==> config.mk <==
export PLATFORM = sky130hd
export DESIGN_NAME = fetch_sequencer_flat
export DESIGN_NICKNAME = d
export VERILOG_FILES = /design/src/rtl/fetch_sequencer_if.sv /design/src/rtl/fetch_sequencer.sv /design/src/flat_wrapper.sv
export SDC_FILE = /design/constraint.sdc
export NUM_CORES = 1
export LEC_CHECK = 0
export ABC_AREA = 1
export ABC_CLOCK_PERIOD_IN_PS = 3400
export BUFFER_PORTS_ARGS = -buffer_cell sky130_fd_sc_hd__clkbuf_2
export CAP_MARGIN = 10
export CORE_MARGIN = 2
export CORE_UTILIZATION = 35
export CTS_CLUSTER_DIAMETER = 120
export DETAILED_ROUTE_END_ITERATION = 7
export PLACE_DENSITY_LB_ADDON = 0.2
export SYNTH_ARGS = -nofsm -noshare
export SYNTH_HDL_FRONTEND = slang
export SYNTH_SLANG_ARGS = --single-unit
==> constraint.sdc <==
create_clock -name CLK -period 3.4 [get_ports CLK]
set_clock_uncertainty 0.05 [all_clocks]
set_input_delay 0.68 -clock CLK [delete_from_list [all_inputs] [get_ports CLK]]
set_output_delay 0.68 -clock CLK [all_outputs]
set_load 0.1 [all_outputs]
==> src/rtl/fetch_sequencer_if.sv <==
`default_nettype none
// ============================================================================
// Module      : fetch_sequencer_if
// Description : Bundle between the fetch sequencer and the pipeline (hazard
//               unit, decode, EX, instr_fetch_module, IF/ID register).
//               The master side is the sequencer; the slave side is the pipeline.
// Revision    : 1.0  initial release
// ============================================================================
interface fetch_sequencer_if #(
    parameter int PC_W = 16
);
    logic            stall;
    logic            redirect;
    logic [PC_W-1:0] redirect_pc;
    logic            predict_taken;
    logic [PC_W-1:0] predict_pc;
    logic [PC_W-1:0] PC;
    logic            branch_predict;
    logic            fetch_valid;
    logic            flush;
    logic [1:0]      seq_state;

    modport master (
        input  stall, redirect, redirect_pc, predict_taken, predict_pc,
        output PC, branch_predict, fetch_valid, flush, seq_state
    );

    modport slave (
        output stall, redirect, redirect_pc, predict_taken, predict_pc,
        input  PC, branch_predict, fetch_valid, flush, seq_state
    );
endinterface
`default_nettype wire

==> src/rtl/fetch_sequencer.sv <==
`default_nettype none
// ============================================================================
// Module      : fetch_sequencer
// Description : Instruction-fetch PC controller. Chooses between sequential,
//               predicted-taken and redirect PCs, holds on stalls and inserts
//               FLUSH_CYCLES bubbles after every redirect. All outputs are
//               registered.
//               Build option: STATIC_PREDICT_EN - when defined, predict_taken /
//               predict_pc steer the PC; otherwise prediction is ignored and
//               branch_predict stays 0.
// Revision    : 1.0  initial release
// ============================================================================
module fetch_sequencer #(
    parameter int              PC_W         = 16,
    parameter logic [PC_W-1:0] RESET_PC     = '0,
    parameter int              FLUSH_CYCLES = 2
) (
    input  wire logic          CLK,
    input  wire logic          reset,
    fetch_sequencer_if.master  bus
);

    typedef enum logic [1:0] {
        IDLE  = 2'd0,
        RUN   = 2'd1,
        STALL = 2'd2,
        FLUSH = 2'd3
    } state_t;

    // Counter is loaded with FLUSH_CYCLES-1 so that exactly FLUSH_CYCLES
    // cycles show flush=1 before the target is fetched.
    localparam logic [2:0] c_flush_load = 3'(FLUSH_CYCLES - 1);

    state_t          r_state;
    logic [PC_W-1:0] r_pc;
    logic [2:0]      r_cnt;
    logic            r_bp;
    logic            r_valid;
    logic            r_flush;

    logic            w_take_pred;
    logic [PC_W-1:0] w_pred_pc;

`ifdef STATIC_PREDICT_EN
    assign w_take_pred = bus.predict_taken;
    assign w_pred_pc   = bus.predict_pc;
`else
    // Prediction disabled: the decode hint is ignored and PC only moves
    // sequentially or by redirect.
    logic w_unused_pred;
    assign w_unused_pred = bus.predict_taken ^ (^bus.predict_pc);
    assign w_take_pred   = 1'b0;
    assign w_pred_pc     = '0;
`endif

    // Sequencer FSM: next PC selection, stall hold and flush bubble counting.
    always_ff @(posedge CLK) begin
        if (reset) begin
            r_state <= IDLE;
            r_pc    <= RESET_PC;
            r_cnt   <= 3'd0;
            r_bp    <= 1'b0;
            r_valid <= 1'b0;
            r_flush <= 1'b0;
        end else begin
            case (r_state)
                IDLE: begin
                    // First real fetch is at RESET_PC itself.
                    r_state <= RUN;
                    r_valid <= 1'b1;
                    r_flush <= 1'b0;
                    r_bp    <= 1'b0;
                end
                RUN, STALL: begin
                    if (bus.redirect) begin
                        r_pc    <= bus.redirect_pc;
                        r_state <= FLUSH;
                        r_cnt   <= c_flush_load;
                        r_flush <= 1'b1;
                        r_valid <= 1'b0;
                        r_bp    <= 1'b0;
                    end else if (bus.stall) begin
                        // PC and branch_predict hold their values.
                        r_state <= STALL;
                        r_valid <= 1'b0;
                    end else if (w_take_pred) begin
                        r_pc    <= w_pred_pc;
                        r_state <= RUN;
                        r_bp    <= 1'b1;
                        r_valid <= 1'b1;
                    end else begin
                        r_pc    <= r_pc + PC_W'(1);
                        r_state <= RUN;
                        r_bp    <= 1'b0;
                        r_valid <= 1'b1;
                    end
                end
                FLUSH: begin
                    r_bp <= 1'b0;
                    if (bus.redirect) begin
                        r_pc    <= bus.redirect_pc;
                        r_cnt   <= c_flush_load;
                        r_flush <= 1'b1;
                        r_valid <= 1'b0;
                    end else if (r_cnt == 3'd0) begin
                        // Target is fetched at the held PC; PC advances next cycle.
                        r_state <= RUN;
                        r_flush <= 1'b0;
                        r_valid <= 1'b1;
                    end else begin
                        r_cnt   <= r_cnt - 3'd1;
                        r_flush <= 1'b1;
                        r_valid <= 1'b0;
                    end
                end
                default: begin
                    r_state <= IDLE;
                    r_valid <= 1'b0;
                    r_flush <= 1'b0;
                    r_bp    <= 1'b0;
                end
            endcase
        end
    end

    assign bus.PC          = r_pc;
    assign bus.fetch_valid = r_valid;
    assign bus.flush       = r_flush;
    assign bus.seq_state   = r_state;
`ifdef STATIC_PREDICT_EN
    assign bus.branch_predict = r_bp;
`else
    logic w_unused_bp;
    assign w_unused_bp        = r_bp;
    assign bus.branch_predict = 1'b0;
`endif

endmodule
`default_nettype wire

==> src/flat_wrapper.sv <==
// flat-port wrapper written by rule: the top's interface ports become plain ports
module fetch_sequencer_flat 
#(
    parameter int              PC_W         = 16,
    parameter logic [PC_W-1:0] RESET_PC     = '0,
    parameter int              FLUSH_CYCLES = 2
)
  (CLK, reset, bus_stall, bus_redirect, bus_redirect_pc, bus_predict_taken, bus_predict_pc, bus_PC, bus_branch_predict, bus_fetch_valid, bus_flush, bus_seq_state);
  fetch_sequencer_if #(.PC_W(PC_W)) bus_i ();
  input  wire logic CLK;
  input  wire logic reset;
  input wire logic [$bits(bus_i.stall)-1:0] bus_stall;
  input wire logic [$bits(bus_i.redirect)-1:0] bus_redirect;
  input wire logic [$bits(bus_i.redirect_pc)-1:0] bus_redirect_pc;
  input wire logic [$bits(bus_i.predict_taken)-1:0] bus_predict_taken;
  input wire logic [$bits(bus_i.predict_pc)-1:0] bus_predict_pc;
  output wire logic [$bits(bus_i.PC)-1:0] bus_PC;
  output wire logic [$bits(bus_i.branch_predict)-1:0] bus_branch_predict;
  output wire logic [$bits(bus_i.fetch_valid)-1:0] bus_fetch_valid;
  output wire logic [$bits(bus_i.flush)-1:0] bus_flush;
  output wire logic [$bits(bus_i.seq_state)-1:0] bus_seq_state;
  assign bus_i.stall = bus_stall;
  assign bus_i.redirect = bus_redirect;
  assign bus_i.redirect_pc = bus_redirect_pc;
  assign bus_i.predict_taken = bus_predict_taken;
  assign bus_i.predict_pc = bus_predict_pc;
  assign bus_PC = bus_i.PC;
  assign bus_branch_predict = bus_i.branch_predict;
  assign bus_fetch_valid = bus_i.fetch_valid;
  assign bus_flush = bus_i.flush;
  assign bus_seq_state = bus_i.seq_state;
  fetch_sequencer #(.PC_W(PC_W), .RESET_PC(RESET_PC), .FLUSH_CYCLES(FLUSH_CYCLES)) u_core (.CLK(CLK), .reset(reset), .bus(bus_i));
endmodule
==> Yosys cells after proc, flatten, opt, wreduce, memory -nomap -nowiden <==
Index checks and enable logic that the tools add are counted.
{ "word_totals": {"regBits": 23, "in_bits": 37, "wordCells": 45} }
{ "classes": {"addsub": 2, "eq_ne": 9, "n_mux": 22, "reduce_logical": 7} }
{ "ops": {"columns": ["cell", "count"], "rows": [
  ["$mux W16", 3],
  ["$pmux W16 S2", 1],
  ["$add A16 B1 Y16 const B", 1],
  ["$mux W3", 3],
  ["$mux W2", 4],
  ["$mux W1", 7],
  ["$ne A2 B2 Y1 const B", 3],
  ["$ne A3 B3 Y1 const B", 2],
  ["$pmux W1 S3", 2],
  ["$pmux W2 S3", 1],
  ["$pmux W3 S2", 1],
  ["$reduce_and A3 Y1", 2],
  ["$eq A2 B2 Y1 const B", 2],
  ["$logic_not A3 Y1", 1],
  ["$sub A3 B1 Y3 const B", 1],
  ["$eq A2 B1 Y1 const B", 1],
  ["$logic_not A2 Y1", 1],
  ["$ne A2 B1 Y1 const B", 1],
  ["$reduce_and A2 Y1", 1],
  ["$reduce_bool A2 Y1", 1],
  ["$reduce_or A2 Y1", 1]
]} }

==> Logic depth before layout (Yosys ltp) <==
{ "logic_depth": {"word_depth": 4, "depth_mapped": 11, "mapped_depth_nobuf": 10} }

==> Least setup slack after synthesis <==
OpenSTA, ideal clock, no wires.
{ "synth_path": {"path_type": "flip-flop to flip-flop", "startpoint": "register u_core.r_state[0] (netlist: u_core.bus.seq_state[0])", "endpoint": "register u_core.r_pc[10] (netlist: u_core.bus.PC[10])", "setup_time_ns": 0.119, "arrival_ns": 2.187, "path_slack_ns": 1.043, "stages_incl_launch_ff": 11, "path_buffers": 1, "period_less_slack_ns": 2.357, "path_cell_list": "dfxtp_1 inv_1 ha_1 inv_1 nor2_1 nand2_1 nand2_2 inv_2 buf_8 a21oi_1 nor2_1"} }
{ "synth_between": {"elab_chain_cells": 4, "elab_cells_between_ends": 9, "cone_classes": "eq/ne (5); mux (1); reduce/logical (3)"} }
{ "synth_rtl": {"columns": ["item", "line", "rtl"], "rows": [
  ["from (decl)", "fetch_sequencer.sv:34", "state_t r_state;"],
  ["from (signal assigned)", "fetch_sequencer.sv:59", "r_state <= IDLE;"],
  ["from (signal assigned)", "fetch_sequencer.sv:69", "r_state <= RUN;"],
  ["from (signal assigned)", "fetch_sequencer.sv:77", "r_state <= FLUSH;"],
  ["$eq A2 B1 Y1 or $eq A2 B2 Y1 (tied branches)", "fetch_sequencer.sv:66", "case (r_state)"],
  ["$reduce_or A2 Y1", "fetch_sequencer.sv:66", null],
  ["$ne A3 B3 Y1 (no source line) or $reduce_bool A2 Y1 (tied branches)", null, null],
  ["$reduce_and A3 Y1 (no source line)", null, null],
  ["to (signal assigned)", "fetch_sequencer.sv:76", "r_pc <= bus.redirect_pc;"],
  ["to (signal assigned)", "fetch_sequencer.sv:87", "r_pc <= w_pred_pc;"],
  ["to (signal assigned)", "fetch_sequencer.sv:92", "r_pc <= r_pc + PC_W'(1);"],
  ["to (decl)", "fetch_sequencer.sv:35", "logic [PC_W-1:0] r_pc;"]
]} }
Parallel ways exist; a longest one is shown, timed or not.
A chain may end at the register's enable or synchronous reset.

==> Worst setup path after layout <==
{ "layout_path": {"startpoint": "register u_core.r_pc[2] (netlist: u_core.bus.PC[2])", "endpoint": "output port bus_PC[2]"} }
{ "layout_lines": {"columns": ["item", "line", "rtl"], "rows": [
  ["to (decl)", "flat_wrapper.sv:17", "output wire logic [$bits(bus_i.PC)-1:0] bus_PC;"]
]} }
No word-level cell between the ends.

==> metrics.md <==
| Metric | Value |
|---|---|
| Status | `finished, final reports clean` |
| Area leader, netlist | `dfxtp_1` |
| Main synth FF type | `dfxtp_1` |
| Post-CTS setup buffer count | `0` |
| Post-CTS sizing | `0` |
| WP data required | `2.67 ns` |
| Maxcap violations | `0` |
| Via density | `4.83` |
| Area growth, synth to finish | `17.5%` |
| IO Count | `58` |
| Routed Wire Length | `3.63 mm` |
| Multi-input gate area | `817 sq um` |
| Clk pin slew, worst setup/hold paths | `0.09 ns` |
| Lkg Pwr | `0.000772 uW` |
| Synth top cells by count | `nand2_1, nor2_1, inv_1` |
| 1st-iter DRT viols | `150` |
| Hold-fix buffers, CTS | `0` |
| Worst hold slack | `0.424 ns` |
| CP cell instances | `clkbuf_2` |
| Drt pass-1 iters | `4` |
| Critical path endpoint | `bus_PC[2]` |
| Core area | `4000 sq um` |
| Final Max Tran Viols | `0` |
| Final GP Congestion | `0.813` |
| Synth warnings | `0` |
| Clock Latency Late Sink | `0.27 ns` |
| Max clock buf depth | `2` |
| Headroom to the max-slew limit | `0.640` |
| Crit path buf inv count | `1` |
| Endpoints failing setup | `0` |
| VDD IR max | `0.202 mV` |
| Nets@finish | `312` |
| Initial antenna violation count | `0` |
| Critical path's largest stage delay | `0.50 ns` |
| Die Area | `4680 sq um` |
| Share of cells above drive strength 1 | `0.186` |
| Number of stages on the worst setup path | `1` |
| Top-count cell post-synth | `nand2_1` |
| Critical path's top delay family | `buffers and inverters` |
| CP startpoint | `u_core.bus.PC[2]$_SDFFE_PP0P_` |
| Period utilization | `0.570` |
| Pin count of the biggest net entering global routing | `22` |
| Startpoint types | `register` |
| Register area | `460 sq um` |
| Asr flop ratio synth | `0` |
| IO Port Bufs | `39` |
| Layout fillers | `449` |
| Worst Path Max Fanout | `7` |
| TritonCTS buffer count | `3` |
| Hold Violations, Final | `0` |
| Hold Crit Class | `register to register` |
| First-pass GRT wire length | `6.21 mm` |
| Net Count, Synth | `275` |
| Yosys reg bits | `23` |
| DIE WIDTH | `68.4 um` |
| Yosys cell types | `26` |
| Share of the synthesized area in the top cell type | `0.317` |
| Total Power | `983 uW` |
| Reg2reg start | `u_core.bus.seq_state[1]$_SDFFE_PP0P_` |
| FF-to-FF End | `u_core.bus.PC[0]$_SDFFE_PP0P_` |
| Vias | `1542` |
| Sequential share of the synthesized area | `0.317` |
| Power per Cell Area | `576 nW/um^2` |
| Number of global-route vias before repair | `1398` |
| Synth Area per Inst | `6.23 sq um` |
| Fin Setup TNS | `0 ns` |
| CTS tree | `built` |
| Reg2Reg Depth | `9` |
| Crit Path Class | `register to output pin` |
| DR DRC count | `0` |
| Worst-Margin Slew | `0.542 ns` |
| Average routed wire per standard cell | `11.4 um` |
| Syn Inst Count | `233` |
| Top post-synthesis cells by area | `dfxtp_1, nand2_1, nor2_1` |
| Hpwl dp | `2.67 mm` |
| # rows | `23` |
| Initial Utilization | `0.363` |
| Endpoint class of the critical path | `output pin` |
| CTS sink count | `23` |
| Mapped cell area | `1450 sq um` |
| Die Ht | `68.4 um` |
| Fmax | `0.516 GHz` |
| Setup repair after global routing missed its margin | `no` |
| Antenna viol nets, final | `0` |
| Clock root buffer | `clkbuf_8` |
| R2r setup slk | `1.50 ns` |
| Global Route Usage Sum | `0.173` |
| # diodes | `0` |
| Min Tclk post-route | `1.94 ns` |
| # H-tree levels | `1` |
| Number of synthesized flops with an enable pin | `0` |
| WP data arrival | `1.21 ns` |
| GR Overflow Total | `0` |
| CP max-delay cell | `clkbuf_2` |
==> state kept, by name (all words and copies together) (netlist names) <==
signal	cells
u_core.bus.fetch_valid	1
u_core.bus.PC	16
u_core.r_cnt	3
u_core.bus.flush	1
u_core.bus.seq_state	2
==> placed cells by master, fill, tap and decap left out, drive strengths merged <==
cell type	instances
a211oi	1
a22oi	2
nand2	63
nor2	36
clkinv	2
a21oi	20
buf	1
a311oi	1
nor3	1
ha	5
nand4	5
clkbuf	42
o22ai	6
dfxtp	23
conb	1
o21ai	13
nand3	13
o21bai	1
a31oi	3
inv	30
==> logic make-up (layout without fill, tap and decap cells) <==
group / count (synthesis) / in the layout / share of synthesized area
flops: 23 / 23 / 0.317
buf+inv: 39 / 75 / 0.120
fa+ha+maj: 5 / 5 / 0.0431
other cells: 1 / 1 / 0.00258
compound gates: 47 / 47 / 0.183
simple gates: 118 / 118 / 0.334
==> worst min path at each step <==
stage / to / slack (ns) / cells past startpoint / from
finish: u_core.r_cnt[0]$_SDFFE_PP0P_ / 0.42 / 1 / u_core.r_cnt[0]$_SDFFE_PP0P_
global route: u_core.bus.flush$_SDFFE_PP0N_ / 0.45 / 2 / u_core.bus.flush$_SDFFE_PP0N_
CTS: u_core.r_cnt[0]$_SDFFE_PP0P_ / 0.42 / 1 / u_core.r_cnt[0]$_SDFFE_PP0P_
detailed placement: u_core.r_cnt[0]$_SDFFE_PP0P_ / 0.40 / 1 / u_core.r_cnt[0]$_SDFFE_PP0P_
global placement: u_core.r_cnt[0]$_SDFFE_PP0P_ / 0.40 / 1 / u_core.r_cnt[0]$_SDFFE_PP0P_
floorplan: u_core.r_cnt[0]$_SDFFE_PP0P_ / 0.38 / 1 / u_core.r_cnt[0]$_SDFFE_PP0P_
==> per-layer routing <==
metal  GRT usage  vias to the layer above  share of wire  routed length [um]
met5           0                        -              0                   0
met4      0.0525                        0          0.012                  44
met3      0.0247                        4          0.038                 136
met2       0.292                       31           0.44                1610
met1       0.226                      681           0.51                1830
li1            -                      826              -                   -
==> report_power, final <==
part           switching (uW)  leakage (uW)  internal [uW]
logic                     371      0.000557           86.9
clock network            96.4     0.0000255           82.1
registers                41.5      0.000189            305
==> layout make-up <==
cell class / count / area share
clock inverter: 1 / 0.00293
clock buffer: 3 / 0.0242
sequential: 23 / 0.270
timing repair buffer: 40 / 0.119
tap: 50 / 0.0367
multi-input combinational: 171 / 0.479
inverter: 31 / 0.0682
==> worst reg2reg max path, stage by stage, from the launching register on <==
cell	delay, ns
dfxtp_1	0.38
inv_1	0.06
ha_1	0.34
inv_1	0.05
nor2_1	0.11
nand2_1	0.09
nand2_2	0.24
inv_2	0.20
o21ai_0	0.21
a31oi_1	0.05
==> per-stage QoR <==
stage               utilization  cells  instance area (sq um)  worst slack [ns]
floorplan                     -    233                   1450              1.04
global placement          0.415    315                   1660              1.36
detailed placement        0.415    315                   1660              1.34
CTS                       0.426    319                   1710              1.44
global route              0.426    319                   1710              1.26
finish                    0.426    319                   1710              1.46
No activity file was read; power rests on OpenSTA's default activity.
